$ cat config.mk
export PLATFORM = sky130hd
export DESIGN_NAME = uart_tx_sched_flat
export DESIGN_NICKNAME = d
export VERILOG_FILES = /design/src/rtl/uart_tx_sched_if.sv /design/src/rtl/uart_tx_sched.sv /design/src/flat_wrapper.sv
export SDC_FILE = /design/constraint.sdc
export NUM_CORES = 1
export LEC_CHECK = 0
export ABC_AREA = 1
export CORE_UTILIZATION = 49
export CTS_CLUSTER_DIAMETER = 150
export DETAILED_ROUTE_END_ITERATION = 7
export GPL_TIMING_DRIVEN = 0
export PLACE_DENSITY = 0.86
export SKIP_CTS_REPAIR_TIMING = 1
export SLEW_MARGIN = 20
export SYNTH_ARGS = -nofsm -noshare
export SYNTH_HDL_FRONTEND = slang
export SYNTH_SLANG_ARGS = --single-unit
export TNS_END_PERCENT = 10
$ cat constraint.sdc
create_clock -name clk -period 2.39 [get_ports clk]
set_input_delay 0.5975 -clock clk [delete_from_list [all_inputs] [get_ports clk]]
set_output_delay 0.5975 -clock clk [all_outputs]
set_load 0.005 [all_outputs]
$ cat src/rtl/uart_tx_sched_if.sv
// Handshake bundle between the byte requesters, the scheduler and uart_tx.
// Ports: bit_tick, req_valid/req_data/req_ready, tx_valid/tx_data/tx_ready, grant_id, busy.
interface uart_tx_sched_if #(
    parameter int NUM_REQ   = 4,
    parameter int DATA_BITS = 8
);
    localparam int IW = (NUM_REQ > 1) ? $clog2(NUM_REQ) : 1;

    logic                           bit_tick;
    logic [NUM_REQ-1:0]             req_valid;
    logic [NUM_REQ*DATA_BITS-1:0]   req_data;
    logic [NUM_REQ-1:0]             req_ready;
    logic                           tx_valid;
    logic [DATA_BITS-1:0]           tx_data;
    logic                           tx_ready;
    logic [IW-1:0]                  grant_id;
    logic                           busy;

    modport master (
        input  bit_tick, req_valid, req_data, tx_ready,
        output req_ready, tx_valid, tx_data, grant_id, busy
    );

    modport slave (
        output bit_tick, req_valid, req_data, tx_ready,
        input  req_ready, tx_valid, tx_data, grant_id, busy
    );
endinterface

$ cat src/rtl/uart_tx_sched.sv
// Shares one uart_tx between NUM_REQ byte requesters: round-robin with burst limit.
// Ports: clk, rst (async, active-high), bus (uart_tx_sched_if.master).
module uart_tx_sched #(
    parameter int NUM_REQ   = 4,
    parameter int DATA_BITS = 8,
    parameter int MAX_BURST = 4,
    parameter int GAP_BITS  = 0
) (
    input logic             clk,
    input logic             rst,
    uart_tx_sched_if.master bus
);
    localparam int IW = (NUM_REQ > 1) ? $clog2(NUM_REQ) : 1;
    localparam int BW = $clog2(MAX_BURST + 1);

    typedef enum logic [1:0] {
        S_IDLE,
        S_SEND,
        S_WAIT,
        S_GAP
    } state_t;

    state_t               r_state;
    state_t               w_state_nxt;
    logic [IW-1:0]        r_last_ptr;
    logic [IW-1:0]        r_grant_id;
    logic [BW-1:0]        r_burst_cnt;
    logic [DATA_BITS-1:0] r_tx_data;
    logic                 r_tx_valid;
    logic                 r_wait_first;
    logic [7:0]           r_gap_cnt;

    logic                 w_any;
    logic                 w_repeat;
    logic [IW-1:0]        w_scan;
    logic                 w_scan_hit;
    logic [IW-1:0]        w_cand;
    logic [IW-1:0]        w_win;
    logic [DATA_BITS-1:0] w_win_data;
    logic                 w_gap_done;

    assign w_any = |bus.req_valid;

    // burst_cnt==0 means nothing granted since reset, so no port may
    // claim a repeat; that lets the scan start at port 0.
    assign w_repeat = bus.req_valid[r_last_ptr]
                   && (r_burst_cnt != '0)
                   && (r_burst_cnt < BW'(MAX_BURST));

    always_comb begin
        w_scan     = r_last_ptr;
        w_scan_hit = 1'b0;
        w_cand     = r_last_ptr;
        for (int k = 1; k <= NUM_REQ; k++) begin
            w_cand = IW'((int'(r_last_ptr) + k) % NUM_REQ);
            if (!w_scan_hit && bus.req_valid[w_cand]) begin
                w_scan     = w_cand;
                w_scan_hit = 1'b1;
            end
        end
    end

    assign w_win = w_repeat ? r_last_ptr : w_scan;

    always_comb begin
        w_win_data = '0;
        for (int i = 0; i < NUM_REQ; i++) begin
            if (w_win == IW'(i)) begin
                w_win_data = bus.req_data[i*DATA_BITS +: DATA_BITS];
            end
        end
    end

    // Gated by rst so every output is low while reset is held.
    always_comb begin
        bus.req_ready = '0;
        if (!rst && r_state == S_IDLE && w_any) begin
            bus.req_ready[w_win] = 1'b1;
        end
    end

    assign w_gap_done = bus.bit_tick
                     && (r_gap_cnt + 8'd1 == 8'(GAP_BITS));

    always_ff @(posedge clk or posedge rst) begin
        if (rst) begin
            r_state <= S_IDLE;
        end else begin
            r_state <= w_state_nxt;
        end
    end

    always_comb begin
        w_state_nxt = r_state;
        unique case (r_state)
            S_IDLE: begin
                if (w_any) w_state_nxt = S_SEND;
            end
            S_SEND: begin
                if (bus.tx_ready) w_state_nxt = S_WAIT;
            end
            S_WAIT: begin
                // uart_tx still shows ready on the cycle after its accept.
                if (!r_wait_first && bus.tx_ready) begin
                    w_state_nxt = (GAP_BITS == 0) ? S_IDLE : S_GAP;
                end
            end
            S_GAP: begin
                if (w_gap_done) w_state_nxt = S_IDLE;
            end
            default: w_state_nxt = S_IDLE;
        endcase
    end

    always_ff @(posedge clk or posedge rst) begin
        if (rst) begin
            r_last_ptr   <= IW'(NUM_REQ - 1);
            r_grant_id   <= '0;
            r_burst_cnt  <= '0;
            r_tx_data    <= '0;
            r_tx_valid   <= 1'b0;
            r_wait_first <= 1'b0;
            r_gap_cnt    <= '0;
        end else begin
            unique case (r_state)
                S_IDLE: begin
                    if (w_any) begin
                        r_tx_data   <= w_win_data;
                        r_tx_valid  <= 1'b1;
                        r_last_ptr  <= w_win;
                        r_grant_id  <= w_win;
                        r_burst_cnt <= w_repeat ? r_burst_cnt + BW'(1) : BW'(1);
                    end
                end
                S_SEND: begin
                    if (bus.tx_ready) begin
                        r_tx_valid   <= 1'b0;
                        r_wait_first <= 1'b1;
                    end
                end
                S_WAIT: begin
                    r_wait_first <= 1'b0;
                    r_gap_cnt    <= '0;
                end
                S_GAP: begin
                    if (bus.bit_tick) r_gap_cnt <= r_gap_cnt + 8'd1;
                end
                default: ;
            endcase
        end
    end

    assign bus.tx_valid = r_tx_valid;
    assign bus.tx_data  = r_tx_data;
    assign bus.grant_id = r_grant_id;
    assign bus.busy     = (r_state != S_IDLE);
endmodule

$ cat src/flat_wrapper.sv
// flat-port wrapper written by rule: the top's interface ports become plain ports
module uart_tx_sched_flat 
#(
    parameter int NUM_REQ   = 4,
    parameter int DATA_BITS = 8,
    parameter int MAX_BURST = 4,
    parameter int GAP_BITS  = 0
)
  (clk, rst, bus_bit_tick, bus_req_valid, bus_req_data, bus_tx_ready, bus_req_ready, bus_tx_valid, bus_tx_data, bus_grant_id, bus_busy);
  uart_tx_sched_if #(.NUM_REQ(NUM_REQ), .DATA_BITS(DATA_BITS)) bus_i ();
  input logic clk;
  input logic rst;
  input wire logic [$bits(bus_i.bit_tick)-1:0] bus_bit_tick;
  input wire logic [$bits(bus_i.req_valid)-1:0] bus_req_valid;
  input wire logic [$bits(bus_i.req_data)-1:0] bus_req_data;
  input wire logic [$bits(bus_i.tx_ready)-1:0] bus_tx_ready;
  output wire logic [$bits(bus_i.req_ready)-1:0] bus_req_ready;
  output wire logic [$bits(bus_i.tx_valid)-1:0] bus_tx_valid;
  output wire logic [$bits(bus_i.tx_data)-1:0] bus_tx_data;
  output wire logic [$bits(bus_i.grant_id)-1:0] bus_grant_id;
  output wire logic [$bits(bus_i.busy)-1:0] bus_busy;
  assign bus_i.bit_tick = bus_bit_tick;
  assign bus_i.req_valid = bus_req_valid;
  assign bus_i.req_data = bus_req_data;
  assign bus_i.tx_ready = bus_tx_ready;
  assign bus_req_ready = bus_i.req_ready;
  assign bus_tx_valid = bus_i.tx_valid;
  assign bus_tx_data = bus_i.tx_data;
  assign bus_grant_id = bus_i.grant_id;
  assign bus_busy = bus_i.busy;
  uart_tx_sched #(.NUM_REQ(NUM_REQ), .DATA_BITS(DATA_BITS), .MAX_BURST(MAX_BURST), .GAP_BITS(GAP_BITS)) u_core (.clk(clk), .rst(rst), .bus(bus_i));
endmodule
# ---- After elaboration in Yosys (flattened, before gate mapping)
# Index checks and enable logic that the tools add are counted.
dict set report classes {
  addsub 6
  n_lt_le_gt_ge 8
  eq_ne 11
  muxes 38
  n_reduce_logical 29
}
# operator count
set ops {}
lappend ops {{two-way mux 8 bit} 5}
lappend ops {{< comparator 2 x 3 -> 1 bit, second input constant} 6}
lappend ops {{two-way mux 2 bit} 9}
lappend ops {{case mux 8 bit (2 select lines)} 1}
lappend ops {{two-way mux 1 bit} 12}
lappend ops {{binary-select mux 1 bit (select 2 bit)} 5}
lappend ops {{logical AND 1 bit} 10}
lappend ops {{adder 8 x 1 -> 8 bit, second input constant} 1}
lappend ops {{== test 2 bit, second input constant} 4}
lappend ops {{zero test 8 bit} 1}
lappend ops {{case mux 2 bit (4 select lines)} 1}
lappend ops {{nonzero test 2 bit} 4}
lappend ops {{!= test 2 x 1 -> 1 bit, second input constant} 3}
lappend ops {{AND reduction 2 bit} 3}
lappend ops {{zero test 1 bit} 5}
lappend ops {{adder 2 x 1 -> 2 bit, second input constant} 2}
lappend ops {{adder 2 bit, second input constant} 2}
lappend ops {{== test 2 x 1 -> 1 bit, second input constant} 2}
lappend ops {{zero test 2 bit} 2}
lappend ops {{two-way mux 4 bit} 1}
lappend ops {{!= test 2 bit, second input constant} 2}
lappend ops {{case mux 1 bit (2 select lines)} 2}
lappend ops {{AND reduction 4 bit} 1}
lappend ops {{OR reduction 4 bit} 1}
lappend ops {{7 further kinds} 7}
dict set report totals {
  register_bits 27
  inputBits 40
  out_inout_bits 16
  word_cells 100
}

# ---- Logic depth before layout (Yosys ltp)
# Gate-level depths: netlist (run 1).
dict set report depth {
  ltp_word 19
  depth_mapped 17
  mapped_depth_nobuf 17
}

# ---- Worst setup path after synthesis (run 1)
# Ideal clock, no wire load.
dict set report synth_path {
  path_type {register -> output}
  startpoint {reg u_core.r_last_ptr[0]}
  endpoint {out bus_req_ready[2]}
  arrival_time_ps 1717
  t_required_ps 1793
  path_slack_ps 76
  path_stages_with_launch 13
  path_buffers 2
  path_cell_list {dfstp_2 buf_6 nand2_2 nand3_1 nand2_4 nor2_8 nand2_1 nand2_1 nand2_1 nand2_2 nand2_4 buf_6 nor3_1}
}
dict set report synth_between {
  elab_chain_len 19
  elab_cells_between_ends 36
  cone_classes {4 x add/sub; 2 x order compare; 21 x mux; 9 x reduce/logical}
}
# item line_no
set synth_lines {}
lappend synth_lines {{from (decl)} uart_tx_sched.sv:25} ;# logic [IW-1:0] r_last_ptr;
lappend synth_lines {{from (signal assigned)} uart_tx_sched.sv:117} ;# r_last_ptr <= IW'(NUM_REQ - 1);
lappend synth_lines {{from (signal assigned)} uart_tx_sched.sv:130} ;# r_last_ptr <= w_win;
lappend synth_lines {{adder 2 x 1 -> 2 bit} uart_tx_sched.sv:55} ;# w_cand = IW'((int'(r_last_ptr) + k) % NUM_REQ);
lappend synth_lines {{binary-select mux 1 bit (select 2 bit)} uart_tx_sched.sv:56} ;# if (!w_scan_hit && bus.req_valid[w_cand]) begin
lappend synth_lines {{two-way mux 1 bit (implied by the code)} uart_tx_sched.sv:56}
lappend synth_lines {{two-way mux 1 bit} uart_tx_sched.sv:56}
lappend synth_lines {{zero test 1 bit} uart_tx_sched.sv:56}
lappend synth_lines {{logical AND 1 bit} uart_tx_sched.sv:56}
lappend synth_lines {{two-way mux 1 bit} uart_tx_sched.sv:56}
lappend synth_lines {{zero test 1 bit} uart_tx_sched.sv:56}
lappend synth_lines {{[3 not listed]} -}
lappend synth_lines {{logical AND 1 bit} uart_tx_sched.sv:56}
lappend synth_lines {{two-way mux 2 bit} uart_tx_sched.sv:56}
lappend synth_lines {{two-way mux 2 bit *} uart_tx_sched.sv:63} ;# assign w_win = w_repeat ? r_last_ptr : w_scan;
lappend synth_lines {{< comparator 2 x 3 -> 1 bit (implied by the code) or >= comparator 2 x 1 -> 1 bit (tied branches)} uart_tx_sched.sv:78} ;# bus.req_ready[w_win] = 1'b1;
lappend synth_lines {{logical AND 1 bit (implied by the code)} uart_tx_sched.sv:78}
lappend synth_lines {{two-way mux 1 bit (implied by the code)} uart_tx_sched.sv:78}
lappend synth_lines {{demux 1 bit (select 2 bit) *} -}
lappend synth_lines {{two-way mux 4 bit *} uart_tx_sched.sv:77} ;# if (!rst && r_state == S_IDLE && w_any) begin
lappend synth_lines {{to (decl)} flat_wrapper.sv:17} ;# output wire logic [$bits(bus_i.req_ready)-1:0] bus_req_ready;
# Every way passes the cells marked *; elsewhere a longest branch is shown, timed or not. The select of a mux whose other input is x is not followed.

# ---- Final worst setup path (run 1)
dict set report layout_path {
  startpoint {reg u_core.r_last_ptr[0]}
  endpoint {out bus_req_ready[3]}
}
# The elaborated chain is that of the path after synthesis.

==> metrics.csv, run 1 <==
stage,metric,value,unit
grt,first_global_vias,1957,
sta,rsz0062_at_grt,true,
detailed_routing,totalWireLength,5050,um
sta,hold_viol_final,0,
floorplanning,fp.coreArea,4030,sq um
layout,fin_util,72.3,%
layout,layout-drive-gt1-share,19.2,%
grt,track_usage,23.2,%
synthesis,syn-instance-count,309,
synthesis,synth.distinct_cells,28,
power,netSwitchingFraction,50.3,%
setup_path,crit_top_cell,nand2_2,
clock_network,cts_sinks,27,
sta,slew_viol_final,0,
floorplanning,die_y,67.2,um
setup_path,cpPeakStageDelay,610,ps
clock_network,cts_tree,done,
layout,area_growth,39.9,%
detailed_routing,vias,2135,
clock_network,clock_latency,270,ps
power,switchingPower,0.00210,W
floorplanning,fp.dieW,67.2,um
power,p_comb_share,74.9,%
grt,grt_pass1_wl,8180,um
sta,min_period_over_period,119,%
detailed_routing,drt-pass1-iter-count,5,
outcome,violations,negative setup slack,
synthesis,synth_nets,353,
sta,clock-skew-final,5.80,ps
sta,finalCriticalPeriod,2840,ps
sta,hold-worst-slack,486,ps
clock_network,cts_buffer_depth,2,
setup_path,worstPathArrival,2240,ps
clock_network,clk_pin_slew,100,ps
setup_path,crit_chain,buf_8 > nand2_2 > nand2_1 > nand2_1 > nand2_2 > nor2_4 > nand2_4 > nand2_2 > nor2_2 > nand2_2 > nand2_4 > nand2_4 > buf_6 > nor2_2 > clkbuf_2,
setup_path,cp.required,1790,ps
setup_path,startpoint_type,register,
detailed_routing,ant_nets,0,
grt,grt_overflow,0,
clock_network,h-tree-depth,1,
power,power.internal,0.00208,W
detailed_routing,drt-initial-drc-count,99,
power,seqPwrFrac,18.8,%
run,maxCapViolations,0,
sta,setup_viol,4,
placed_design,place_hpwl,3690,um
synthesis,avgSynthCellArea,6.74,sq um
setup_path,cp_max_fo,10,
placed_design,place_congestion,0.833,
clock_network,root_buffer,clkbuf_8,
sta,timing.fmax,352,MHz
synthesis,synth.ff_latch_count,27,
layout,num_antenna_cells,0,
power,leakage,1.58,nW
sta,fin_ws,-451,ps
detailed_routing,via_per_inst,4.97,
sta,tightest_slew,621,ps
layout,num-nets-final,425,
power,ir_worst_vdd,1.00,mV
setup_path,path_class,reg2out,
grt,grt_max_degree,29,
floorplanning,initial_core_util,51.7,%
floorplanning,design.die.area,4510,sq um
synthesis,netlist_area,2080,sq um
worst_hold_path,hp-class,reg2reg,
floorplanning,std_cell_rows,23,
setup_path,cp_top_family,simple AND/OR/NAND/NOR gates,
setup_path,worst_path_max_delay_cell,dfstp_2,
grt,grt_antenna_before_repair,0,
placed_design,dp_slack,-1090,ps
sta,slew_headroom,58.4,%
placed_design,dpl-instance-area,2700,sq um
clock_network,cts_made_buffers,3,
detailed_routing,drc,0,
placed_design,io_buffers,55,
outcome,status,finished with violations,
synthesis,synth_warnings,0,
setup_path,cp_num_buf_inv,3,
synthesis,yosysSeqAreaShare,32.6,%
power,power_density,1440,nW/um^2
setup_path,crit_path_end_kind,output port,
layout,stdcell_area,2910,sq um
detailed_routing,routedWlPerCell,11.7,um
power,clockPowerShare,6.3,%
floorplanning,io_pins,56,
==> layer usage <==
metal | wire length [um] | GRT usage [%]
met3 | 259 | 2.87
met1 | 2210 | 29.5
met5 | 0 | 0
met4 | 79 | 7.18
met2 | 2500 | 40.8
==> layout by cell type (no fill, tap or decap), drive strengths merged, types with 5 or more instances in the layout <==
cell type / n
buf: 17
clkbuf: 8
clkdlybuf4s50: 47
dfrtp: 25
dlymetal6s2s: 5
inv: 58
nand2: 115
nand3: 36
nor2: 12
nor3: 5
o21ai: 25
xor2: 6
==> kinds of logic (layout without fill, tap and decap cells) <==
group                    Yosys count  in the layout  share of synthesized area, %
AO/OA/AOI/OAI                     32             32                          8.11
XOR/XNOR                           7              7                          2.94
adder cells (fa/ha/maj)            4              4                          2.40
buffers and inverters             68            139                          13.9
flip-flops                        27             27                          32.6
AND/OR/NAND/NOR                  171            171                          40.1
==> stage by stage <==
stage               cells  total power (W)  setup TNS, ps
floorplan             309          0.00277              0
global placement      414          0.00346          -5970
detailed placement    414          0.00353          -6580
CTS                   418          0.00380          -4360
global route          430          0.00458          -2210
finish                430          0.00418          -1700
==> Yosys cell counts (all sizes together) <==
cell	instances	area (sq um)
nand3	36	180
clkinv	1	3.75
o22ai	3	18.8
nor2	12	71.3
nor3	5	25.0
nand2	115	539
xor2	6	52.6
nand4	1	6.26
o211ai	1	7.51
buf	5	52.6
ha	4	50.1
dfrtp	25	626
xnor2	1	8.76
o21a	1	7.51
clkbuf	3	11.3
nor4	2	12.5
o21ai	25	125
a21oi	2	10.0
dfstp	2	52.6
inv	59	221
==> area by class of cell <==
cell class,count,area (sq um)
buffer,8,67.6
clock buffer,3,41.3
clock inverter,1,7.51
fill,312,1120
inverter,60,234
multi-input combinational,214,1190
sequential,27,678
tap,50,62.6
timing repair buffer,66,631
timing repair inverter,1,5.00
==> power groups by stage <==
| stage | Combinational, W | Clock, W | Sequential (W) |
|---|---|---|---|
| CTS | 0.00275 | 0.000265 | 0.000784 |
| detailed placement | 0.00274 | 0 | 0.000787 |
| finish | 0.00313 | 0.000264 | 0.000786 |
| global route | 0.00350 | 0.000277 | 0.000809 |
| floorplan | 0.00200 | 0 | 0.000773 |
| global placement | 0.00267 | 0 | 0.000784 |
==> path summary, 6_finish.rpt <==
check                                                  start  slack (ps)                            endpoint  cells after the start
max                         u_core.r_last_ptr[0]$_DFFE_PP1P_        -450                    bus_req_ready[3]                     15
min                        u_core.bus.tx_data[0]$_DFFE_PP0P_         490   u_core.bus.tx_data[0]$_DFFE_PP0P_                      2
max reg2reg                 u_core.r_last_ptr[0]$_DFFE_PP1P_         230   u_core.bus.tx_data[5]$_DFFE_PP0P_                     16
min reg2reg                u_core.bus.tx_data[0]$_DFFE_PP0P_         490   u_core.bus.tx_data[0]$_DFFE_PP0P_                      2
max in group asynchronous                                rst        1290  u_core.bus.grant_id[0]$_DFFE_PP0P_                      2
min in group asynchronous                                rst         680       u_core.r_state[0]$_DFFE_PP0P_                      2
==> flip-flops by register name, summed over array words and instances (netlist names) <==
signal	flops
u_core.r_wait_first	1
u_core.r_state	2
u_core.bus.grant_id	2
u_core.r_gap_cnt	8
u_core.r_burst_cnt	3
u_core.bus.tx_valid	1
u_core.r_last_ptr	2
u_core.bus.tx_data	8
==> worst reg2reg max path: stages (launching register included) <==
cell	delay (ps)
dfstp_2	610
buf_8	150
nand2_2	70
nand2_1	90
nand2_1	60
nand2_2	100
nor2_4	50
nand2_4	90
nand2_2	80
nand2_1	110
inv_1	90
nor2_4	200
nand3_1	100
nand3_1	100
nand2_1	60
nand2_1	60
nand2_1	50
No activity file was read; power rests on OpenSTA's default activity.
==> inputs of run 2 (changes only) <==
--- a/config.mk
+++ b/config.mk
@@ -11,6 +11,7 @@
 export DETAILED_ROUTE_END_ITERATION = 7
 export GPL_TIMING_DRIVEN = 0
 export PLACE_DENSITY = 0.86
+export SETUP_SLACK_MARGIN = 0.02
 export SKIP_CTS_REPAIR_TIMING = 1
 export SLEW_MARGIN = 20
 export SYNTH_ARGS = -nofsm -noshare
==> run 2 against run 1 <==
Against the previous run: the flow still finishes with violations (negative setup slack); critical endpoint unchanged; critical path type unchanged; hold slack is the same; register-to-register slack barely moved; final area stayed put; count of clock-buffer cells in the layout stayed put; critical path depth did not move; core utilization is the same; clock skew is essentially flat; worst setup slack hardly changed; highest routed layer unchanged; clock power is essentially flat.
==> metrics.csv, run 2 (synthesized netlist as in run 1, its figures left out) <==
stage,metric,value,unit
power,ir_worst_vdd,1.00,mV
sta,hold-worst-slack,486,ps
placed_design,io_buffers,55,
grt,grt_overflow,0,
setup_path,crit_path_end_kind,output port,
floorplanning,die_y,67.2,um
clock_network,clock_latency,270,ps
setup_path,startpoint_type,register,
setup_path,worstPathArrival,2240,ps
power,power_density,1440,nW/um^2
detailed_routing,via_per_inst,4.97,
setup_path,cp_max_fo,10,
layout,num-nets-final,425,
clock_network,cts_sinks,27,
sta,fin_ws,-451,ps
grt,grt_max_degree,29,
power,seqPwrFrac,18.8,%
setup_path,cpPeakStageDelay,610,ps
power,switchingPower,0.00210,W
placed_design,place_hpwl,3690,um
sta,slew_headroom,58.4,%
clock_network,clk_pin_slew,100,ps
sta,rsz0062_at_grt,true,
clock_network,cts_tree,done,
setup_path,crit_top_cell,nand2_2,
sta,min_period_over_period,119,%
floorplanning,fp.dieW,67.2,um
detailed_routing,drt-initial-drc-count,96,
layout,final_cells,430,
clock_network,h-tree-depth,1,
detailed_routing,routedWlPerCell,11.7,um
clock_network,cts_buffer_depth,2,
power,clockPowerShare,6.3,%
placed_design,place_congestion,0.833,
setup_path,crit_chain,buf_8 > nand2_2 > nand2_1 > nand2_1 > nand2_2 > nor2_4 > nand2_4 > nand2_2 > nor2_2 > nand2_2 > nand2_4 > nand2_4 > buf_6 > nor2_2 > clkbuf_2,
setup_path,worst_path_max_delay_cell,dfstp_2,
floorplanning,io_pins,56,
detailed_routing,drt-pass1-iter-count,4,
layout,area_growth,39.9,%
sta,timing.fmax,352,MHz
floorplanning,initial_core_util,51.7,%
sta,tightest_slew,621,ps
clock_network,root_buffer,clkbuf_8,
floorplanning,fp.coreArea,4030,sq um
sta,setup_viol,4,
floorplanning,design.die.area,4510,sq um
power,netSwitchingFraction,50.3,%
outcome,violations,negative setup slack,
placed_design,numPlacedInstances,414,
grt,grt_antenna_before_repair,0,
sta,clock-skew-final,5.80,ps
worst_hold_path,hp-class,reg2reg,
power,leakage,1.58,nW
grt,grt_pass1_wl,8180,um
detailed_routing,totalWireLength,5050,um
layout,mostFrequentLayoutCell,nand2_1,
sta,slew_viol_final,0,
power,p_comb_share,74.9,%
grt,first_global_vias,1957,
layout,num_antenna_cells,0,
outcome,status,finished with violations,
run,maxCapViolations,0,
sta,hold_viol_final,0,
sta,finalCriticalPeriod,2840,ps
layout,layout-drive-gt1-share,19.2,%
grt,track_usage,23.2,%
setup_path,path_class,reg2out,
clock_network,cts_made_buffers,3,
floorplanning,std_cell_rows,23,
detailed_routing,vias,2138,
layout,final_cell_mix,"84 x nand2_1, 55 x inv_1, 47 x clkdlybuf4s50_1",
setup_path,cp.required,1790,ps
detailed_routing,ant_nets,0,
detailed_routing,drc,0,
power,power.internal,0.00208,W
==> run 2: layout make-up <==
cell class / instances / area, sq um
buffer: 8 / 67.6
fill: 312 / 1120
inverter: 60 / 234
sequential: 27 / 678
multi-input combinational: 214 / 1190
tap: 50 / 62.6
timing repair inverter: 1 / 5.00
clock inverter: 1 / 7.51
timing repair buffer: 66 / 631
clock buffer: 3 / 41.3
==> run 2: metal layers <==
metal	part of all wire [%]	track usage, %
met1	44	29.5
met5	0	0
met4	1.6	7.18
met2	49	40.8
met3	5.3	2.87
==> run 2: critical path: cells and delay by family (launching register included) <==
| kind | cells | cell delay, ps |
|---|---|---|
| simple gates | 12 | 960 |
| flops | 1 | 610 |
| buf+inv | 3 | 400 |
==> run 2: path summary, 6_finish.rpt <==
| check | startpoint | endpoint | slack [ps] | cells past startpoint |
|---|---|---|---|---|
| worst max-delay path | u_core.r_last_ptr[0]$_DFFE_PP1P_ | bus_req_ready[3] | -450 | 15 |
| worst min-delay path | u_core.bus.tx_data[0]$_DFFE_PP0P_ | u_core.bus.tx_data[0]$_DFFE_PP0P_ | 490 | 2 |
| worst max register to register | u_core.r_last_ptr[0]$_DFFE_PP1P_ | u_core.bus.tx_data[5]$_DFFE_PP0P_ | 230 | 16 |
| worst min register to register | u_core.bus.tx_data[0]$_DFFE_PP0P_ | u_core.bus.tx_data[0]$_DFFE_PP0P_ | 490 | 2 |
| max in group asynchronous | rst | u_core.bus.grant_id[0]$_DFFE_PP0P_ | 1290 | 2 |
| min in group asynchronous | rst | u_core.r_state[0]$_DFFE_PP0P_ | 680 | 2 |
==> run 2: metrics by stage <==
step | setup TNS (ps) | util (%) | power, W | area (sq um) | setup slack (ps)
floorplan | 0 | - | 0.00277 | 2080 | 75.9
global route | -2210 | 72.3 | 0.00458 | 2910 | -573
detailed placement | -6580 | 66.9 | 0.00353 | 2700 | -1090
global placement | -5970 | 66.9 | 0.00346 | 2700 | -1070
finish | -1700 | 72.3 | 0.00418 | 2910 | -451
CTS | -4360 | 68.1 | 0.00380 | 2740 | -1100
==> run 2: power by group through the flow <==
stage	logic [W]	clock network, W	registers (W)
after CTS	0.00275	0.000265	0.000784
after floorplan	0.00200	0	0.000773
final	0.00313	0.000264	0.000786
after global routing	0.00350	0.000277	0.000809
after detailed placement	0.00274	0	0.000787
after global placement	0.00267	0	0.000784
